## config.mk

```make
export PLATFORM = sky130hd
export DESIGN_NAME = led_pattern_gen
export DESIGN_NICKNAME = d
export VERILOG_FILES = /design/src/rtl/led_pattern_gen.sv
export SDC_FILE = /design/constraint.sdc
export NUM_CORES = 1
export LEC_CHECK = 0
export BUFFER_PORTS_ARGS = -buffer_cell sky130_fd_sc_hd__buf_2
export CAP_MARGIN = 10
export CORE_UTILIZATION = 50
export DETAILED_ROUTE_END_ITERATION = 10
export MAX_ROUTING_LAYER = met4
export PLACE_DENSITY = 0.75
export SLEW_MARGIN = 20
export SYNTH_ARGS = -nofsm -noshare
export SYNTH_HDL_FRONTEND = slang
export SYNTH_SLANG_ARGS = --single-unit
```

## constraint.sdc

```tcl
create_clock -name clk -period 1.9 [get_ports clk]
set_input_delay 0.285 -clock clk [delete_from_list [all_inputs] [get_ports clk]]
set_output_delay 0.285 -clock clk [all_outputs]
set_load 0.01 [all_outputs]
```

## src/rtl/led_pattern_gen.sv

```systemverilog
// led_pattern_gen: prescaled LED pattern generator with rotate, bounce and
// fill/drain modes, synchronous load and advance-enable.
module led_pattern_gen #(
    parameter int unsigned     WIDTH = 8,
    parameter int unsigned     DIV_W = 24,
    parameter logic [WIDTH-1:0] SEED = WIDTH'(1)
) (
    input  logic             clk,
    input  logic             rst,
    input  logic             en,
    input  logic [1:0]       mode,
    input  logic [DIV_W-1:0] div,
    input  logic             load,
    input  logic [WIDTH-1:0] load_val,
    output logic [WIDTH-1:0] po_a,
    output logic             step,
    output logic             dir
);

    localparam int unsigned MODE_W = 2;

    typedef enum logic [MODE_W-1:0] {
        MODE_ROL    = 2'd0,
        MODE_ROR    = 2'd1,
        MODE_BOUNCE = 2'd2,
        MODE_FILL   = 2'd3
    } mode_e;

    logic [DIV_W-1:0] cnt_q, cnt_d;
    logic [WIDTH-1:0] pat_q, pat_d;
    logic             dir_q, dir_d;
    logic             phase_q, phase_d;
    logic             step_q, step_d;

    logic [WIDTH-1:0] adv_pat;
    logic             adv_dir;
    logic             adv_phase;
    logic             step_due;
    mode_e            mode_sel;

    assign mode_sel = mode_e'(mode);
    assign step_due = en && (cnt_q >= div);

    // Pattern value, bounce direction and fill phase after one step in the current mode.
    always_comb begin
        adv_pat   = pat_q;
        adv_dir   = dir_q;
        adv_phase = phase_q;
        case (mode_sel)
            MODE_ROL: adv_pat = {pat_q[WIDTH-2:0], pat_q[WIDTH-1]};
            MODE_ROR: adv_pat = {pat_q[0], pat_q[WIDTH-1:1]};
            MODE_BOUNCE: begin
                if (pat_q == '0) begin
                    // nothing left to bounce; restart from the seed
                    adv_pat = SEED;
                    adv_dir = 1'b0;
                end else if (!dir_q && pat_q[WIDTH-1]) begin
                    adv_dir = 1'b1;
                    adv_pat = pat_q >> 1;
                end else if (dir_q && pat_q[0]) begin
                    adv_dir = 1'b0;
                    adv_pat = pat_q << 1;
                end else begin
                    adv_pat = dir_q ? (pat_q >> 1) : (pat_q << 1);
                end
            end
            MODE_FILL: begin
                if (!phase_q && (&pat_q)) begin
                    adv_phase = 1'b1;
                    adv_pat   = {1'b0, pat_q[WIDTH-1:1]};
                end else if (phase_q && (pat_q == '0)) begin
                    adv_phase = 1'b0;
                    adv_pat   = {pat_q[WIDTH-2:0], 1'b1};
                end else if (phase_q) begin
                    adv_pat = {1'b0, pat_q[WIDTH-1:1]};
                end else begin
                    adv_pat = {pat_q[WIDTH-2:0], 1'b1};
                end
            end
            default: adv_pat = pat_q;
        endcase
    end

    // Next-state selection: load beats a due step; en=0 freezes everything but clears step.
    always_comb begin
        cnt_d   = cnt_q;
        pat_d   = pat_q;
        dir_d   = dir_q;
        phase_d = phase_q;
        step_d  = 1'b0;
        if (load) begin
            pat_d   = load_val;
            cnt_d   = '0;
            dir_d   = 1'b0;
            phase_d = 1'b0;
        end else if (step_due) begin
            cnt_d   = '0;
            step_d  = 1'b1;
            pat_d   = adv_pat;
            dir_d   = adv_dir;
            phase_d = adv_phase;
        end else if (en) begin
            cnt_d = cnt_q + DIV_W'(1);
        end
    end

    // State registers with synchronous reset.
    always_ff @(posedge clk) begin
        if (rst) begin
            cnt_q   <= '0;
            pat_q   <= SEED;
            dir_q   <= 1'b0;
            phase_q <= 1'b0;
            step_q  <= 1'b0;
        end else begin
            cnt_q   <= cnt_d;
            pat_q   <= pat_d;
            dir_q   <= dir_d;
            phase_q <= phase_d;
            step_q  <= step_d;
        end
    end

    assign po_a = pat_q;
    assign step = step_q;
    assign dir  = dir_q;

endmodule
```

Word-level counts from Yosys, hierarchy flattened
Cells that the tools add are included.
{ "word_totals": {"register_bits": 35, "latchBits": 0, "mem_bits_rw": 0, "mem_bits_ro": 0, "input_bits": 38, "output_inout_bits": 10, "word_cells": 43, "n_memories": 0} }
{ "op_classes": {"add_sub_neg": 1, "n_mul": 0, "div": 0, "n_lt_le_gt_ge": 1, "n_eq_ne": 3, "shift": 0, "n_mux": 16, "n_bitwise": 0, "reduce_logical": 17} }
{ "op_table": {"columns": ["op", "count"], "rows": [
  ["$mux W8", 9],
  ["$pmux W8 S4", 1],
  ["$add A24 B1 Y24 const B", 1],
  ["$ge A24 B24 Y1", 1],
  ["$logic_not A8 Y1", 1],
  ["$reduce_and A8 Y1", 1],
  ["$mux W1", 6],
  ["$reduce_and A3 Y1", 2],
  ["$logic_and A1 B1 Y1", 5],
  ["$eq A2 B2 Y1 const B", 2],
  ["$reduce_bool A2 Y1", 2],
  ["$reduce_bool A3 Y1", 1],
  ["$reduce_or A3 Y1", 1],
  ["$eq A2 B1 Y1 const B", 1],
  ["$logic_not A1 Y1", 2],
  ["$logic_not A2 Y1", 1],
  ["$reduce_or A2 Y1", 1]
]} }

Depth between registers and ports, before layout
Gate-level depths: netlist of the first run.
{ "depth": {"depth_word": 7, "ltp_mapped": 10, "mapped_depth_nobuf": 8} }

Least setup slack after synthesis of the first run
OpenSTA, ideal clock, no wires.
{ "synth_timing": {"kind": "input to register", "from": "input div[21]", "to": "register pat_q[1], in the netlist po_a[1]", "setup_time_ns": 0.083, "t_arrival_ns": 1.991, "t_required_ns": 1.817, "setup_slack_ns": -0.173, "path_stages": 9, "n_path_buf": 1, "path_cell_list": "inv_1 -> ha_1 -> a21o_1 -> a21o_1 -> a222oi_1 -> a31oi_1 -> buf_2 -> or4_1 -> o221ai_1"} }
{ "synth_between": {"elab_chain_cells": 3} }
{ "synth_rtl": {"columns": ["element", "line", "source"], "rows": [
  ["start: declaration", "12", "input logic [DIV_W-1:0] div,"],
  ["$ge A24 B24 Y1", "42", "assign step_due = en && (cnt_q >= div);"],
  ["$logic_and A1 B1 Y1", "42", null],
  ["$reduce_bool A2 Y1 (no source line)", null, null],
  ["end signal: assignment", "117", "pat_q <= pat_d;"],
  ["end: declaration", "30", "logic [WIDTH-1:0] pat_q, pat_d;"]
]} }
Every way passes these cells.
A chain may end at the register's enable or synchronous reset.

Worst setup path after layout of the first run
{ "layout_timing": {"from": "register cnt_q[21]", "to": "register cnt_q[17]"} }
{ "layout_between": {"elab_chain_cells": 3} }
{ "layout_rtl": {"columns": ["element", "line", "source"], "rows": [
  ["start: declaration", "29", "logic [DIV_W-1:0] cnt_q, cnt_d;"],
  ["start signal: assignment", "116", "cnt_q <= cnt_d;"],
  ["$ge A24 B24 Y1", "42", null],
  ["$logic_and A1 B1 Y1", "42", null],
  ["$reduce_or A3 Y1 (no source line)", null, null]
]} }
Every way passes these cells.

==> metrics.yaml, run 1 <==
outcome: "finished with violations"
violations: "setup timing"
path_class: "flop to flop"
final_util_pct: 77.4
synth.top_cells.by_count: "nor2_1, dfxtp_1, inv_1"
first_iter_violations: 200
yosysMostFrequentCell: "nor2_1"
fp.dieH_um: 71.5
grt_pass1_wl_um: 10400
syn_inst: 302
grt_max_degree: 18
avgSynthCellArea_um2: 7.99
boundaryPins: 48
coreArea_um2: 4500
cts_made_buffers: 5
relSlewSlack_pct: 64.3
fp.dieW_um: 71.5
antenna_found_initial: 0
cts_max_level: 2
skew_ns: 0.00400
slowest_delay_ns: 0.35
diodes: 0
synth_edf_count: 0
finalPower_mw: 1.58
final_hold_viol_count: 0
postLayoutCellArea_um2: 3490
slew_viol_final: 0
finalSetupViolations: 35
syn_area_um2: 2410
hold_buffers: 0
min-delay-path-class: "input port to flop"
preCtsSetupSlack_ns: -0.377
p_leak_nw: 1.63
setup_ws_ns: -0.351
clock_latency_ns: 0.29
root_buffer: "clkbuf_8"
syn-num-nets: 365
grt_pass1_vias: 2387
num_vias: 2604
dr.pass1.iters: 6
num_rows: 24
synthArstFlopShare_pct: 0
ys_seq_area_share_pct: 29.0
cts_buffer_depth: 2
path_cells: "ha_4 -> nand4_1 -> nor4_2 -> o211ai_1 -> a31oi_1 -> buf_4 -> nand2b_4 -> buf_8 -> nor2_1"
endpoint_kind: "flop"
port_buffers: 47
synth_flop_cell: "dfxtp_1"
drive_gt1_share_pct: 39.9
yosys_warnings: 0
rsz0062_at_grt: "true"
clock_sinks: 35
grt.total_usage_pct: 26.8
placed_area_um2: 3140
maxCapViolations: 0
area_delta_synth_final_pct: 44.6
synth_area_leader_cell: "dfxtp_1"
critPathMaxFanout: 12
start_util_pct: 53.6
layout_min_cycle_time_ns: 2.25
arrival_ns: 2.44
wirelength_um: 6950
layoutNonFillerInstCount: 463
dieArea_um2: 5110
synth.lib_cells_used.distinct: 48
critPathSlowestCell: "nor4_2"
path_buf_inv: 2
place_inst: 447
fin_crit_sh_pct: 118
whs_ns: 0.242
dp_hpwl_um: 4800
wl_per_cell_um: 15.0
synthTopCellsByArea: "dfxtp_1, ha_1, nor2_1"
max_slew.worst_pin.slew_ns: 0.533
via_per_inst: 5.62
setup_tns_ns: -11.39
clock.fmax_mhz: 444
clkTransAtPathRegs_ns: 0.07
cp_top_family: "simple AND/OR/NAND/NOR gates"
ys_ff_latch: 35
critical_path_required_ns: 2.09
power.density_nw_per_um2: 454
rrSetupSlack_ns: -0.35
yosysTopAreaCellShare_pct: 29.0
gr-total-overflow: 0
start_kind: "flop"
cts_tree: "yes"
fin_nets: 473
postRouteAntennaNets: 0
finalWeightedCongestion: 0.849
irDropWorstVdd_mv: 0.339
drc_errors: 0
[layout make-up]
type	count	area (µm²)
multi-input combinational	224	1740
sequential	35	733
clock inverter	1	5.00
tap	52	65.1
timing repair buffer	112	753
inverter	32	120
fill	299	1020
clock buffer	7	76.3
[placed cells by master (no fill, tap or decap), types with 4 or more instances in the layout]
cell type	n
buf_2	47
dfxtp_4	5
dfxtp_1	19
xnor2_1	8
clkbuf_8	5
nor3_1	4
ha_1	16
nand3_1	11
dfxtp_2	11
inv_1	32
nand4_1	11
o211ai_1	6
nand2_1	23
buf_4	59
nor2_1	32
ha_4	9
buf_6	4
and3_1	4
xor2_1	15
a21oi_1	13
o21ai_0	4
[sequential cells by signal, summed over array words and instances, names as in the netlist]
signal   count
cnt_q       24
dir          1
phase_q      1
po_a         8
step         1
[path summary, 6_finish.rpt]
kind | startpoint | endpoint | cells after the start
worst min-delay path | load_val[0] | po_a[0] | 3
worst min register to register | cnt_q[8] | cnt_q[8] | 3
worst max register to register | cnt_q[21] | cnt_q[17] | 9
worst max-delay path | cnt_q[21] | cnt_q[17] | 9
[kinds of logic (layout without fill, tap and decap cells)]
| logic type | after synthesis | in the layout | synth area share [%] |
|---|---|---|---|
| buffers and inverters | 43 | 152 | 6.85 |
| DFF | 35 | 35 | 29.0 |
| xor gates and xnor gates | 23 | 23 | 8.35 |
| and+or+nand+nor | 118 | 118 | 24.8 |
| adders and majority gates | 25 | 25 | 13.0 |
| muxes | 3 | 3 | 1.24 |
| AOI/OAI and AO/OA | 55 | 55 | 16.7 |
[report_power, final]
group          leakage (nW)  switching (mW)  internal [mW]  total, mW
combinational          1.30           0.145          0.143      0.288
clock                0.0422           0.281          0.258      0.539
sequential            0.292          0.0144          0.743      0.758
[per-layer routing]
metal	vias to the layer above	global-route usage, %	part of all wire [%]
met2	88	43.8	49
met4	0	8.50	2.1
met1	1218	33.9	44
li1	1279	-	-
met5	-	-	0
met3	19	4.36	4.5
[worst min-delay path, delay by kind of cell]
| family | cells | cell delay, ns |
|---|---|---|
| compound gates | 2 | 0.12 |
| buf+inv | 1 | 0.09 |
[repair_timing]
action                     4_1_cts  5_1_grt
setup buffers                    0        6
setup endpoints to repair       34       35
resized for setup                1       48
cloned                           0        2
pin swaps                        0       20
Note: power is estimated with default switching activity, not from simulation.
==> inputs of run 2 (changes only) <==
--- a/config.mk
+++ b/config.mk
@@ -7,10 +7,11 @@
 export LEC_CHECK = 0
 export BUFFER_PORTS_ARGS = -buffer_cell sky130_fd_sc_hd__buf_2
 export CAP_MARGIN = 10
-export CORE_UTILIZATION = 50
+export CORE_UTILIZATION = 52
+export CTS_BUF_LIST = sky130_fd_sc_hd__clkbuf_4 sky130_fd_sc_hd__clkbuf_8
 export DETAILED_ROUTE_END_ITERATION = 10
 export MAX_ROUTING_LAYER = met4
-export PLACE_DENSITY = 0.75
+export PLACE_DENSITY = 0.78
 export SLEW_MARGIN = 20
 export SYNTH_ARGS = -nofsm -noshare
 export SYNTH_HDL_FRONTEND = slang
==> run 2 against run 1 <==
The flow still finishes with violations (setup timing). Combinational power down 8.7%. Die area down 3.7%. Total power down 1.3%. Cell area down 5.9%. Hold slack better by 0.020 ns. Routed wire length down 12%. Global-route usage up 0.39 points. First-iteration DRC count up 9.5%. Register-to-register slack worse by 0.02 ns. Worst setup slack worse by 0.016 ns. Clock skew about the same. Count of clock-buffer cells in the layout unchanged.
==> metrics.yaml, run 2 (synthesis gave the netlist of run 1 again) <==
outcome: "finished with violations"
violations: "setup timing"
dp_hpwl_um: 4650  # -3.1%
wirelength_um: 6140  # -12%
num_vias: 2487  # -4.5%
gr-total-overflow: 0  # unchanged
place_inst: 438  # -2.0%
setup_ws_ns: -0.367  # -0.0158 ns
final_cell_mix: "buf_4, buf_2, nor2_1"
num_rows: 24  # unchanged
wl_per_cell_um: 13.6  # -9.3%
port_buffers: 47  # unchanged
final_hold_viol_count: 0  # unchanged
coreArea_um2: 4410  # -2.0%
largest_reg_flops: 24  # unchanged
skew_ns: 0.00430  # +0.000299 ns
path_class: "flop to flop"
critPathMaxFanout: 5  # -7
maxCapViolations: 0  # unchanged
start_util_pct: 54.6  # +1.1 points
fin_nets: 461  # -2.5%
cts_buffer_depth: 2  # unchanged
endpoint_kind: "flop"
diodes: 0  # unchanged
postRouteAntennaNets: 0  # unchanged
fin_crit_sh_pct: 119  # +0.83 points
clkTransAtPathRegs_ns: 0.07  # about the same
grt_max_degree: 25  # +7
via_per_inst: 5.51  # -2.0%
grt.total_usage_pct: 27.1  # +0.39 points
clock.fmax_mhz: 441  # -0.70%
area_delta_synth_final_pct: 36.1
drc_errors: 0  # unchanged
power.density_nw_per_um2: 477  # +4.9%
r2r_cells: 10  # +1
grt_pass1_wl_um: 10400  # +0.27%
arrival_ns: 2.43  # about the same
fp.dieH_um: 70.1  # -1.9%
p_leak_nw: 1.57  # -3.7%
critical_path_required_ns: 2.07  # -0.02 ns
min_path_cells: 3  # unchanged
clock_sinks: 35  # unchanged
drive_gt1_share_pct: 33.3  # -6.6 points
regMostFlops: "cnt_q"
relSlewSlack_pct: 73.6  # +9.3 points
final_util_pct: 74.4  # -3.1 points
layout_min_cycle_time_ns: 2.27  # +0.0158 ns
rsz0062_at_grt: "true"
min-delay-path-class: "input port to flop"
antenna_found_initial: 0  # unchanged
irDropWorstVdd_mv: 0.333  # -1.7%
max_slew.worst_pin.slew_ns: 0.393  # -0.140 ns
whs_ns: 0.262  # +0.0201 ns
start_kind: "flop"
root_buffer: "clkbuf_8"
boundaryPins: 48  # unchanged
dieArea_um2: 4920  # -3.7%
slew_viol_final: 0  # unchanged
grt_pass1_vias: 2380  # -0.29%
finalSetupViolations: 35  # unchanged
layoutNonFillerInstCount: 451  # -2.6%
cts_made_buffers: 5  # unchanged
first_iter_violations: 219  # +9.5%
cts_max_level: 2  # unchanged
clock_latency_ns: 0.28  # about the same
fp.dieW_um: 70.1  # -1.9%
finalWeightedCongestion: 0.935  # +10%
cts_tree: "yes"
dr.pass1.iters: 4  # -2
final_common_cell: "buf_4"
[run 2: cell count changes in the layout (fill, tap and decap cells not counted), moves of 2 or more]
cell	change
nor2_2	-3
buf_8	-2
buf_12	+2
ha_4	-4
clkbuf_4	+2
dfxtp_2	-5
nor2_1	+6
dfxtp_1	+5
buf_4	-8
nor2_4	-3
ha_1	+4
buf_6	-4
clkbuf_1	-2
[run 2: final timing paths]
| path | start | end | slack, ns |
|---|---|---|---|
| hold reg to reg | cnt_q[3] | cnt_q[3] | 0.58 |
| hold / removal | load_val[0] | po_a[0] | 0.26 |
| setup / recovery | cnt_q[11] | po_a[6] | -0.37 |
| setup reg to reg | cnt_q[11] | po_a[6] | -0.37 |
[run 2: through the flow]
step	setup WS (ns)	instance area, µm²	TNS [ns]	power (mW)
after floorplan	-0.0696	2470	-0.422	0.908
after global placement	-0.263	3080	-7.78	1.02
after detailed placement	-0.400	3080	-12.47	1.02
after CTS	-0.290	3190	-8.54	1.57
after global routing	-0.441	3280	-12.50	1.64
final	-0.367	3280	-9.83	1.57
[run 2: report_power, final]
group / leakage (nW) / internal [mW] / switching, mW
Combinational: 1.23 / 0.129 / 0.134
Sequential: 0.289 / 0.744 / 0.0112
Clock: 0.0491 / 0.286 / 0.262
Total: 1.57 / 1.16 / 0.406
[run 2: timing repair]
item / in CTS / in global routing
resized for setup: 4 / 9
setup buffers: 0 / 5
setup endpoints to repair: 35 / 35
hold endpoints to repair: 0 / 0
hold buffers: 0 / 0
pin swaps: 0 / 8
[run 2: cell type report]
| class | instances | area, µm² |
|---|---|---|
| repair buffers | 100 | 658 |
| fillers | 352 | 1130 |
| flip-flops and latches | 35 | 727 |
| multi-input cells | 224 | 1620 |
| clock buffers | 7 | 83.8 |
| inverters | 32 | 120 |
| well taps | 52 | 65.1 |
| clock inverters | 1 | 5.00 |
[run 2: per-layer routing]
metal,global-route usage (%),vias up,share of wire [%]
met3,4.62,12,4.9
met5,-,-,0
li1,-,1253,-
met2,45.7,80,49
met4,8.89,0,2.2
met1,32.9,1142,44
[run 2: worst max-delay path, stage by stage (launching register included)]
cell and delay [ns]:
dfxtp_1 0.32, ha_1 0.34, nand4_1 0.18, nor4_2 0.34, o211ai_1 0.16, a31oi_1 0.15, buf_4 0.17, buf_12 0.11
buf_4 0.10, mux2i_1 0.19, a211oi_1 0.08
==> inputs of run 3 (changes only) <==
--- a/config.mk
+++ b/config.mk
@@ -11,7 +11,7 @@
 export CTS_BUF_LIST = sky130_fd_sc_hd__clkbuf_4 sky130_fd_sc_hd__clkbuf_8
 export DETAILED_ROUTE_END_ITERATION = 10
 export MAX_ROUTING_LAYER = met4
-export PLACE_DENSITY = 0.78
+export PLACE_DENSITY_LB_ADDON = 0.3
 export SLEW_MARGIN = 20
 export SYNTH_ARGS = -nofsm -noshare
 export SYNTH_HDL_FRONTEND = slang
==> run 3 against run 2 <==
The run still ends with setup timing left. Register-to-register slack hardly changed. Routed wire length is 1.2% higher. Non-clock buffer count is 1 higher. Worst setup slack worse by 0.012 ns. Critical endpoint is now po_a[7].
==> metrics.yaml, run 3 (synthesis gave the netlist of run 1 again) <==
dp_hpwl_um: 4860  # +4.6%
critPathMaxFanout: 14  # +9
finalSetupViolations: 35  # unchanged
rrSetupSlack_ns: -0.38  # about the same
clkTransAtPathRegs_ns: 0.07  # about the same
p_leak_nw: 1.59  # +1.3%
boundaryPins: 48  # unchanged
num_vias: 2505  # +0.72%
via_per_inst: 5.54  # +0.50%
wl_met2_um: 3010  # +0.77%
final_util_pct: 73.9  # -0.51 points
gr-total-overflow: 0  # unchanged
irDropWorstVdd_mv: 0.437  # +31%
num_rows: 24  # unchanged
dieArea_um2: 4920  # unchanged
drc_errors: 0  # unchanged
power.density_nw_per_um2: 533  # +12%
sw_frac_of_total_pct: 24.9  # -1.0 points
internal-power_mw: 1.30  # +13%
critical_path_required_ns: 2.13  # +0.06 ns
grt_pass1_wl_um: 10700  # +2.4%
endpoint_kind: "flop"
grt.total_usage_pct: 27.8  # +0.66 points
rsz0062_at_grt: "true"
final_hold_viol_count: 0  # unchanged
setup_ws_ns: -0.379  # -0.0122 ns
root_buffer: "clkbuf_8"
min_path_cells: 3  # unchanged
path_class: "flop to flop"
area_delta_synth_final_pct: 35.2
dr.pass1.iters: 4  # unchanged
start_util_pct: 54.6  # unchanged
wirelength_um: 6210  # +1.2%
first_iter_violations: 130  # -41%
clock.fmax_mhz: 439  # -0.53%
antenna_found_initial: 0  # unchanged
p_clk_share_pct: 41.5  # +6.5 points
dr.max_layer_used: "met4"
r2r-start: "cnt_q[21]"
pwr-share-seq_pct: 43.5  # -4.7 points
slew_viol_final: 0  # unchanged
final_cell_mix: "buf_4, buf_2, nor2_1"
finalWeightedCongestion: 0.946  # +1.2%
violations: "setup timing"
drive_gt1_share_pct: 32.0  # -1.3 points
skew_ns: 0.00509  # +0.000793 ns
r2r_cells: 8  # -2
largest_reg_flops: 24  # unchanged
arrival_ns: 2.51  # +0.08 ns
fp.dieH_um: 70.1  # unchanged
outcome: "finished with violations"
grt_pass1_vias: 2459  # +3.3%
diodes: 0  # unchanged
cts_max_level: 2  # unchanged
min-delay-path-class: "input port to flop"
nFillCells: 334  # -5.1%
fp.dieW_um: 70.1  # unchanged
start_kind: "flop"
fin_nets: 462  # +0.22%
final_common_cell: "buf_4"
route.layer.met1.wl_um: 2770  # +2.4%
min_to: "po_a[0]"
coreArea_um2: 4410  # unchanged
multiInputGateArea_um2: 1580  # -2.5%
grt_max_degree: 17  # -32%
p_comb_share_pct: 15.0  # -1.8 points
postRouteAntennaNets: 0  # unchanged
wl_met3_um: 260  # -13%
reg2reg_to: "po_a[7]"
fin_crit_sh_pct: 120  # +0.64 points
layout_min_cycle_time_ns: 2.28  # +0.0122 ns
hold_start: "load_val[0]"
port_buffers: 47  # unchanged
finalPower_mw: 1.74  # +11%
power_switching_mw: 0.433  # +6.5%
cts_buffer_depth: 2  # unchanged
clock_sinks: 35  # unchanged
relSlewSlack_pct: 68.6  # -5.0 points
wl_per_cell_um: 13.7  # +0.95%
cts_made_buffers: 5  # unchanged
regArea_um2: 723  # -0.52%
cts_tree: "yes"
clock_latency_ns: 0.29  # about the same
maxCapViolations: 0  # unchanged
max_slew.worst_pin.slew_ns: 0.469  # +0.0765 ns
regMostFlops: "cnt_q"
## run 3: what timing repair did
item	4_1_cts	5_1_grt
hold buffers	0	0
pin swaps	0	1
endpoints found under the setup margin	35	35
gates resized for setup	3	3
setup buffers	0	0
## run 3: area by class of cell
type                       instances  area share (%)
clock inverter                     2            1.19
multi-input combinational        224            48.5
timing repair buffer             101            19.9
sequential                        35            22.2
clock buffer                       6            2.53
inverter                          32            3.68
tap                               52            2.00
## run 3: worst max path at each step
stage	cells past startpoint	start	slack (ns)	end
finish	8	cnt_q[21]	-0.38	po_a[7]
global route	9	cnt_q[23]	-0.46	cnt_q[0]
CTS	9	cnt_q[21]	-0.33	phase_q
detailed placement	11	div[22]	-0.33	cnt_q[0]
global placement	11	div[21]	-0.29	phase_q
floorplan	8	cnt_q[21]	-0.07	po_a[1]
## run 3: through the flow
| step | cell area [µm²] | TNS (ns) | worst slack (ns) | hold WS [ns] | std cells |
|---|---|---|---|---|---|
| 2_1_floorplan | 2470 | -0.422 | -0.0696 | 0.411 | 302 |
| 3_3_place_gp | 3110 | -8.25 | -0.294 | 0.529 | 444 |
| 3_5_place_dp | 3110 | -10.75 | -0.334 | 0.532 | 444 |
| 4_1_cts | 3250 | -10.07 | -0.334 | 0.230 | 452 |
| 5_1_grt | 3260 | -15.20 | -0.462 | 0.250 | 452 |
| 6_report | 3260 | -11.62 | -0.379 | 0.237 | 452 |
## run 3: layer usage
metal	vias to the layer above	track usage, %
li1	1259	-
met2	83	45.6
met4	0	10.7
met1	1145	33.9
met5	-	-
met3	18	5.05
## run 3: worst max-delay path: stages, from the launching register on
cell and delay, ns:
dfxtp_2 0.34, ha_4 0.24, a21o_1 0.15, a21o_1 0.19, a222oi_1 0.41, a31oi_1 0.15
buf_4 0.20, or4_1 0.43, nand3_2 0.10
## run 3: power groups by stage
| stage | logic [mW] | registers (mW) | clock network [mW] |
|---|---|---|---|
| 3_5_place_dp | 0.254 | 0.772 | 0 |
| 3_3_place_gp | 0.248 | 0.771 | 0 |
| 6_report | 0.261 | 0.755 | 0.720 |
| 4_1_cts | 0.257 | 0.755 | 0.731 |
| 2_1_floorplan | 0.128 | 0.780 | 0 |
| 5_1_grt | 0.288 | 0.757 | 0.771 |
